File: config.mk
export PLATFORM = sky130hd
export DESIGN_NAME = golden_nonce_uart_tx
export DESIGN_NICKNAME = d
export VERILOG_FILES = /design/src/rtl/miner_pkg.sv /design/src/rtl/golden_nonce_fifo.sv /design/src/rtl/golden_nonce_uart_tx.sv
export SDC_FILE = /design/constraint.sdc
export NUM_CORES = 1
export LEC_CHECK = 0
export CAP_MARGIN = 20
export CORE_ASPECT_RATIO = 1.75
export CORE_UTILIZATION = 50
export CTS_CLUSTER_SIZE = 28
export DETAILED_ROUTE_END_ITERATION = 16
export DONT_BUFFER_PORTS = 1
export PLACE_DENSITY = 0.72
export SYNTH_ARGS = -nofsm -noshare
export SYNTH_HDL_FRONTEND = slang
export SYNTH_SLANG_ARGS = --single-unit
File: constraint.sdc
create_clock -name hash_clk -period 8.5 [get_ports hash_clk]
set_input_delay 1.7 -clock hash_clk [delete_from_list [all_inputs] [get_ports hash_clk]]
set_output_delay 1.7 -clock hash_clk [all_outputs]
set_load 0.01 [all_outputs]
File: src/rtl/miner_pkg.sv
// Shared miner types: nonce width, UART frame length and the TX state encoding.
// GOLDEN_NONCE_CHECKSUM_EN adds a trailing XOR checksum byte to each frame.
package miner_pkg;
  localparam int NONCE_W = 32;
`ifdef GOLDEN_NONCE_CHECKSUM_EN
  localparam int UART_FRAME_BYTES = 5;
`else
  localparam int UART_FRAME_BYTES = 4;
`endif
  typedef enum logic [1:0] {
    IDLE  = 2'd0,
    START = 2'd1,
    DATA  = 2'd2,
    STOP  = 2'd3
  } tx_state_t;
endpackage

File: src/rtl/golden_nonce_fifo.sv
// Synchronous FIFO. Full/empty derive from the occupancy count; a pop frees the
// slot for a push on the same edge.
module golden_nonce_fifo #(
  parameter int WIDTH = 32,
  parameter int LOG2  = 3
) (
  input  logic             hash_clk,
  input  logic             reset_n,
  input  logic             push,
  input  logic [WIDTH-1:0] wdata,
  input  logic             pop,
  output logic [WIDTH-1:0] rdata,
  output logic             full,
  output logic             empty,
  output logic [LOG2:0]    count
);
  localparam int DEPTH = 1 << LOG2;

  logic [WIDTH-1:0] mem [DEPTH];
  logic [LOG2-1:0]  wr_ptr, rd_ptr;
  logic             do_push, do_pop;

  assign full    = (count == (LOG2+1)'(DEPTH));
  assign empty   = (count == '0);
  assign do_pop  = pop & ~empty;
  assign do_push = push & (~full | do_pop);
  assign rdata   = mem[rd_ptr];

  always_ff @(posedge hash_clk or negedge reset_n) begin
    if (!reset_n) begin
      wr_ptr <= '0;
      rd_ptr <= '0;
      count  <= '0;
    end else begin
      if (do_push) wr_ptr <= wr_ptr + 1'b1;
      if (do_pop)  rd_ptr <= rd_ptr + 1'b1;
      count <= count + {{LOG2{1'b0}}, do_push} - {{LOG2{1'b0}}, do_pop};
    end
  end

  // Storage carries no reset; occupancy alone decides what is valid.
  always_ff @(posedge hash_clk) begin
    if (do_push) mem[wr_ptr] <= wdata;
  end
endmodule

File: src/rtl/golden_nonce_uart_tx.sv
// Queues golden nonces and sends each as an 8N1 UART frame, nonce bytes MSB-first.
// Define GOLDEN_NONCE_CHECKSUM_EN to append an XOR checksum byte to every frame.
module golden_nonce_uart_tx
  import miner_pkg::*;
#(
  parameter int CLKS_PER_BIT = 868,
  parameter int FIFO_LOG2    = 3
) (
  input  logic                 hash_clk,
  input  logic                 reset_n,
  input  logic                 golden_nonce_valid,
  input  logic [NONCE_W-1:0]   golden_nonce,
  output logic                 uart_tx,
  output logic                 busy,
  output logic [FIFO_LOG2:0]   fifo_count,
  output logic [7:0]           drop_count
);
  localparam int                BAUD_W    = $clog2(CLKS_PER_BIT);
  localparam logic [BAUD_W-1:0] BAUD_LAST = BAUD_W'(CLKS_PER_BIT - 1);
  localparam logic [2:0]        LAST_BYTE = 3'(UART_FRAME_BYTES - 1);

  tx_state_t          state, state_nxt;
  logic [BAUD_W-1:0]  baud_cnt, baud_nxt;
  logic [2:0]         bit_idx, bit_nxt;
  logic [2:0]         byte_idx, byte_nxt;
  logic [NONCE_W-1:0] shreg, shreg_nxt;
  logic [NONCE_W-1:0] fifo_rdata;
  logic [7:0]         cur_byte, fill_byte;
  logic               tx_nxt, pop, full, empty, bit_end, drop;

  golden_nonce_fifo #(.WIDTH(NONCE_W), .LOG2(FIFO_LOG2)) u_fifo (
    .hash_clk (hash_clk),
    .reset_n  (reset_n),
    .push     (golden_nonce_valid),
    .wdata    (golden_nonce),
    .pop      (pop),
    .rdata    (fifo_rdata),
    .full     (full),
    .empty    (empty),
    .count    (fifo_count)
  );

  assign cur_byte = shreg[31:24];
  assign bit_end  = (baud_cnt == BAUD_LAST);
  assign drop     = golden_nonce_valid & full & ~pop;

`ifdef GOLDEN_NONCE_CHECKSUM_EN
  logic [7:0] csum, csum_nxt;
  // Checksum rides in behind the nonce bytes as the shift register empties.
  assign fill_byte = csum;
  always_ff @(posedge hash_clk or negedge reset_n) begin
    if (!reset_n) csum <= '0;
    else          csum <= csum_nxt;
  end
`else
  assign fill_byte = 8'h00;
`endif

  always_comb begin
    state_nxt = state;
    baud_nxt  = (state == IDLE || bit_end) ? '0 : baud_cnt + BAUD_W'(1);
    bit_nxt   = bit_idx;
    byte_nxt  = byte_idx;
    shreg_nxt = shreg;
    tx_nxt    = uart_tx;
    pop       = 1'b0;
`ifdef GOLDEN_NONCE_CHECKSUM_EN
    csum_nxt  = csum;
`endif
    case (state)
      IDLE: if (!empty) begin
        pop       = 1'b1;
        shreg_nxt = fifo_rdata;
        byte_nxt  = '0;
        tx_nxt    = 1'b0;
        state_nxt = START;
`ifdef GOLDEN_NONCE_CHECKSUM_EN
        csum_nxt  = fifo_rdata[31:24] ^ fifo_rdata[23:16] ^ fifo_rdata[15:8] ^ fifo_rdata[7:0];
`endif
      end
      START: if (bit_end) begin
        bit_nxt   = '0;
        tx_nxt    = cur_byte[0];
        state_nxt = DATA;
      end
      DATA: if (bit_end) begin
        if (bit_idx == 3'd7) begin
          tx_nxt    = 1'b1;
          state_nxt = STOP;
        end else begin
          bit_nxt = bit_idx + 3'd1;
          tx_nxt  = cur_byte[bit_idx + 3'd1];
        end
      end
      STOP: if (bit_end) begin
        if (byte_idx == LAST_BYTE) begin
          state_nxt = IDLE;
        end else begin
          byte_nxt  = byte_idx + 3'd1;
          shreg_nxt = {shreg[23:0], fill_byte};
          tx_nxt    = 1'b0;
          state_nxt = START;
        end
      end
      default: state_nxt = IDLE;
    endcase
  end

  always_ff @(posedge hash_clk or negedge reset_n) begin
    if (!reset_n) begin
      state      <= IDLE;
      baud_cnt   <= '0;
      bit_idx    <= '0;
      byte_idx   <= '0;
      shreg      <= '0;
      uart_tx    <= 1'b1;
      busy       <= 1'b0;
      drop_count <= '0;
    end else begin
      state    <= state_nxt;
      baud_cnt <= baud_nxt;
      bit_idx  <= bit_nxt;
      byte_idx <= byte_nxt;
      shreg    <= shreg_nxt;
      uart_tx  <= tx_nxt;
      busy     <= (state != IDLE) | (fifo_count != '0);
      if (drop && drop_count != 8'hFF) drop_count <= drop_count + 8'd1;
    end
  end
endmodule

-- Yosys cells after proc, flatten, opt, wreduce, memory -nomap -nowiden
Memory sizes are Yosys's and may differ from the RTL's.
Index checks and enable logic that the tools add are counted.
- input port bits: 35
- flip-flop bits (word level): 70
- RAM bits: 256
- memories kept: 1
- memory list (memory ; words ; bits a word ; read ports ; clocked after memory_dff ; write ports ; line ; source):
    u_fifo.mem ; 8 ; 32 ; 1 ; 0 ; 1 ; golden_nonce_fifo.sv:19 ; logic [WIDTH-1:0] mem [DEPTH];
- multiplexer cells: 33
- equal/unequal tests: 15
- $lt $le $gt $ge: 1
- reduce and logical (&&, ||, !) cells: 12
- add/sub/neg operators: 8
- bitwise logic cells: 9
- operators by type and width (kind ; count):
    $mux W32 ; 3
    $pmux W32 S2 ; 1
    $mux W3 ; 6
    $ne A2 B2 Y1 const B ; 7
    $add A3 B1 Y3 const B ; 4
    $mux W1 ; 12
    $pmux W3 S2 ; 2
    $add A10 B1 Y10 const B ; 1
    $eq A10 B10 Y1 const B ; 1
    $mux W10 ; 1
    $mux W2 ; 5
    $reduce_and A5 Y1 ; 2
    $add A8 B1 Y8 const B ; 1
    $ne A8 B8 Y1 const B ; 1
    $pmux W2 S4 ; 1
    $reduce_and A4 Y1 ; 2
    $reduce_bool A2 Y1 ; 3
    $add A4 B1 Y4 ; 1
    $and A1 B1 Y1 ; 4
    $eq A2 B2 Y1 const B ; 2
    $eq A4 B4 Y1 const B ; 1
    $logic_not A4 Y1 ; 1
    $lt A3 B4 Y1 const B ; 1
    $pmux W1 S4 ; 1
    11 further kinds ; 14

-- Longest topological paths before layout
- word-level depth: 8
- mapped depth: 9
- depth with buffers taken out: 9

-- By module
A second synthesis with hierarchy kept.
- cell total of the unflattened synthesis: 671
- area total of the unflattened synthesis: 13419.1 µm²
- by module, submodules not included (module ; instances ; sequential area each (µm²) ; area each (µm²) ; cells each):
    golden_nonce_fifo ; 1 ; 7937.6 ; 10297.4 ; 430
    golden_nonce_uart_tx ; 1 ; 1502.7 ; 3121.7 ; 241

-- Worst setup path before layout
OpenSTA, ideal clock, no wires.
- path kind: input -> register
- start: input golden_nonce_valid
- end: memory u_fifo.mem[1][0] (enable)
- cell stages on the path: 4
- slack: 3.556 ns
- buffers on the path: 0
- data arrival time: 4.483 ns
- library setup time: 0.461 ns
- path through: inv_1 > a31oi_1 > nand2_1 > nor3_1
- word-level cells in the longest chain between the ends: 3
- ends and longest elaborated chain (element ; line ; source):
    start, declared ; golden_nonce_uart_tx.sv:11 ; input logic golden_nonce_valid,
    $and A1 B1 Y1 ; golden_nonce_fifo.sv:26 ; assign do_push = push & (~full | do_pop);
    net u_fifo.do_push ; golden_nonce_fifo.sv:21 ; logic do_push, do_pop;
    $mux W1 ; golden_nonce_fifo.sv:43 ; if (do_push) mem[wr_ptr] <= wdata;
    $mux W1 (not written as such) ; golden_nonce_fifo.sv:43 ;
    end, declared ; golden_nonce_fifo.sv:19 ;
The timed path passes the listed nets, and every way through them passes these cells.

-- Worst setup path in the final report
- start: input golden_nonce_valid
- end: memory u_fifo.mem[1][11] (enable)
Same word-level chain as after synthesis.

==> reports/qor.tcl <==
set qor(status) {complete, no violations}
set qor(antenna_left) 0
set qor(synth-edff-count) 256
set qor(yosys-top-cells-area) {edfxtp_1 59%, dfrtp_1 13%, mux4_2 11%, mux2i_1 2.6%, ha_1 1.7%}
set qor(die-area_sq_um) 26700
set qor(finalWorstPathRequiredPeriod_ns) 3.00
set qor(antenna_cells_inserted) 0
set qor(final_design_area_no_fill_sq_um) 14400
set qor(max-vdd-ir-drop_v) 0.000162
set qor(worst_setup_path_end_kind) {register}
set qor(clk_root_buffer_cell) {clkbuf_16}
set qor(leak_pwr_nw) 4.97
set qor(critPathArrivalTime_ns) 3.19
set qor(clock_edge_transition_at_the_registers_on_the_reported_setup_and_hold_paths_ns) 0.07
set qor(cp_num_buf_inv) 2
set qor(clock_insertion_delay_at_the_later_pin_of_the_skew_report_ns) 0.56
set qor(postCtsSetupBuffers) 0
set qor(post-layout-total-power_mw) 3.72
set qor(cpPeakStageDelay_ns) 0.49
set qor(worst_hold_path_type) {reg2reg}
set qor(gp_congestion) 0.720
set qor(final-hold-violation-count) 0
set qor(unrepaired_setup_endpoints_after_global_routing) {no}
set qor(timing.setup.tns_ns) 0
set qor(power.density_nw_per_um2) 259
set qor(critPathMaxFanout) 32
set qor(count_of_hold_buffers_inserted_by_post_cts_repair) 0
set qor(wl_met1_um) 8780
set qor(post_cts.resized_instances) 0
set qor(worst_path_max_delay_cell) {buf_4}
set qor(routedWlPerCell_um) 22.5
set qor(finalNetCount) 794
set qor(synth_area_per_cell_sq_um) 17.8
set qor(grt_first_pass_wirelength_um) 37800
set qor(pin_count_of_the_biggest_net_entering_global_routing) 71
set qor(post_synth_instance_area_sq_um) 13000
set qor(path_cells) {inv_1, a31oi_1, nand2_1, nor3_2, buf_4}
set qor(ys_ff_latch) 326
set qor(setup_violations) 0
set qor(multi_input_area_sq_um) 3400
set qor(flow.area_growth_from_synthesis_pct) 10.5
set qor(post-route-drc-count) 0
set qor(met3_wirelength_um) 1180
set qor(cts_num_sinks) 326
set qor(ys_async_sr_fraction_pct) 21.5
set qor(met2WireLength_um) 13700
set qor(grt_antenna_before_repair) 0
set qor(totalWireLength_um) 24300
set qor(synth_cells) 731
set qor(timing.critical_path.max_delay_family) {buffers and inverters}
set qor(portBuffers) 0
set qor(grt_pass1_vias) 6920
set qor(drt_iter0_markers) 435
set qor(vias_per_cell) 5.97
set qor(drv_slew) 0
set qor(dpl-instance-area_sq_um) 13400
set qor(clock_skew_ns) 0.0139
set qor(post_route_cells_drive_above_1_share_pct) 19.6
set qor(ios) 49
set qor(gr-usage-all-layers_pct) 19.2
set qor(crit_type) {in2reg}
set qor(max_cap_viols) 0
set qor(maxClockFrequency_mhz) 333
set qor(period_share_pct) 35.4
set qor(clock_tree.buffer_depth) 3
set qor(max_slew.worst_pin.slew_ns) 0.876
set qor(syn_nets) 785
set qor(core_sq_um) 25400
set qor(final_common_cell) {edfxtp_1}
set qor(whs_ns) 0.485
set qor(firstDrtPassIters) 5
set qor(final_cell_mix) {256 x edfxtp_1, 66 x dfrtp_1, 64 x mux4_2, 52 x nand2_1, 40 x nor2_1}
set qor(cp_data_required_time_ns) 8.68
set qor(slew-limit-headroom_pct) 41.6
set qor(ff_latch_area_sq_um) 9450
set qor(start_util_pct) 51.1
set qor(synth_ff_type) {edfxtp_1}
set qor(numCtsBuffers) 29
set qor(synth_area_leader) {edfxtp_1}
set qor(die-width_um) 124
set qor(yosys.area.top_type_share_pct) 59.1
set qor(routed-via-count) 6437
set qor(std_cell_rows) 77
set qor(dp_hpwl_um) 14300
set qor(yosysUniqueCellTypes) 50
set qor(fill_cells) 1898
set qor(synthesis.yosys.warnings) 0
set qor(die_height_um) 215
set qor(leftover_overflow_at_the_end_of_global_routing) 0
set qor(synth_sequential_area_ratio_pct) 72.6
set qor(cts_tree) {yes}
set qor(h_tree_depth) 1
set qor(critical_path.startpoint_type) {input pin}
set qor(top_layer) {met4}
set qor(utilization_pct) 56.5
## registers in the layout, indices dropped and copies added (netlist names), 3 cells and up
name	count
baud_cnt	10
bit_idx	3
byte_idx	3
drop_count	8
shreg	32
u_fifo.count	4
u_fifo.mem	256
u_fifo.rd_ptr	3
u_fifo.wr_ptr	3
## synth_stat cells (all sizes together) (2+ instances only)
master / count
edfxtp: 256
xnor2: 10
nor3: 4
o21ai: 30
and3: 7
nor2: 46
nand2: 54
nand3: 7
mux4: 64
nand2b: 8
ha: 18
xor2: 11
a22o: 3
buf: 16
mux2i: 34
nand4: 4
inv: 11
o31ai: 8
dfrtp: 69
mux2: 5
nand3b: 2
clkbuf: 19
a21oi: 25
## cell type report
cell class              count  share of cell area [%]
multi-input cells         359                    23.6
well taps                 316                    2.75
clock buffers              36                    5.30
clock inverters            17                    1.52
inverters                  11                   0.287
repair buffers             13                   0.766
flip-flops and latches    326                    65.7
## routing by layer
metal  up-vias  GRT usage [%]
met5         -              0
met4         0           6.75
met3        44           3.16
met2       161           35.8
met1      3380           21.3
li1       2852              -
## final timing paths
path	slack, ns	to	cells past startpoint	from
worst max-delay path	5.50	u_fifo.mem[1][11]	5	golden_nonce_valid
worst max register to register	5.59	shreg[26]	6	u_fifo.rd_ptr[0]
worst min-delay path	0.49	shreg[29]	2	shreg[29]
max in group asynchronous	7.49	uart_tx	0	reset_n
min in group asynchronous	0.83	bit_idx[1]	0	reset_n
worst min register to register	0.49	shreg[29]	2	shreg[29]
## power by group
part / switching [mW] / leakage, nW / internal, mW / total (mW)
logic: 0.217 / 1.32 / 0.126 / 0.343
clock network: 0.573 / 0.472 / 0.766 / 1.34
registers: 0.0807 / 3.18 / 1.95 / 2.04
## tightest hold or removal path, cell delays in order (launching register included)
cell and delay [ns]:
dfrtp_1 0.35, nand2_1 0.04, o21ai_0 0.06
## logic make-up (layout without fill, tap and decap cells)
logic type	after synthesis	in the layout	synth area share, %
AO/OA/AOI/OAI	81	81	3.79
XOR/XNOR	21	21	1.41
adder cells (fa/ha/maj)	19	19	1.89
buffers and inverters	46	77	1.53
flip-flops	326	326	72.6
multiplexers	103	103	14.2
AND/OR/NAND/NOR	135	135	4.65
## through the flow
| stage | setup slack (ns) | std cells |
|---|---|---|
| after floorplan | 3.56 | 731 |
| after global placement | 5.05 | 1024 |
| after detailed placement | 4.93 | 1024 |
| after CTS | 5.45 | 1077 |
| after global routing | 5.29 | 1078 |
| final | 5.50 | 1078 |
Power figures use the tool's default switching activity.
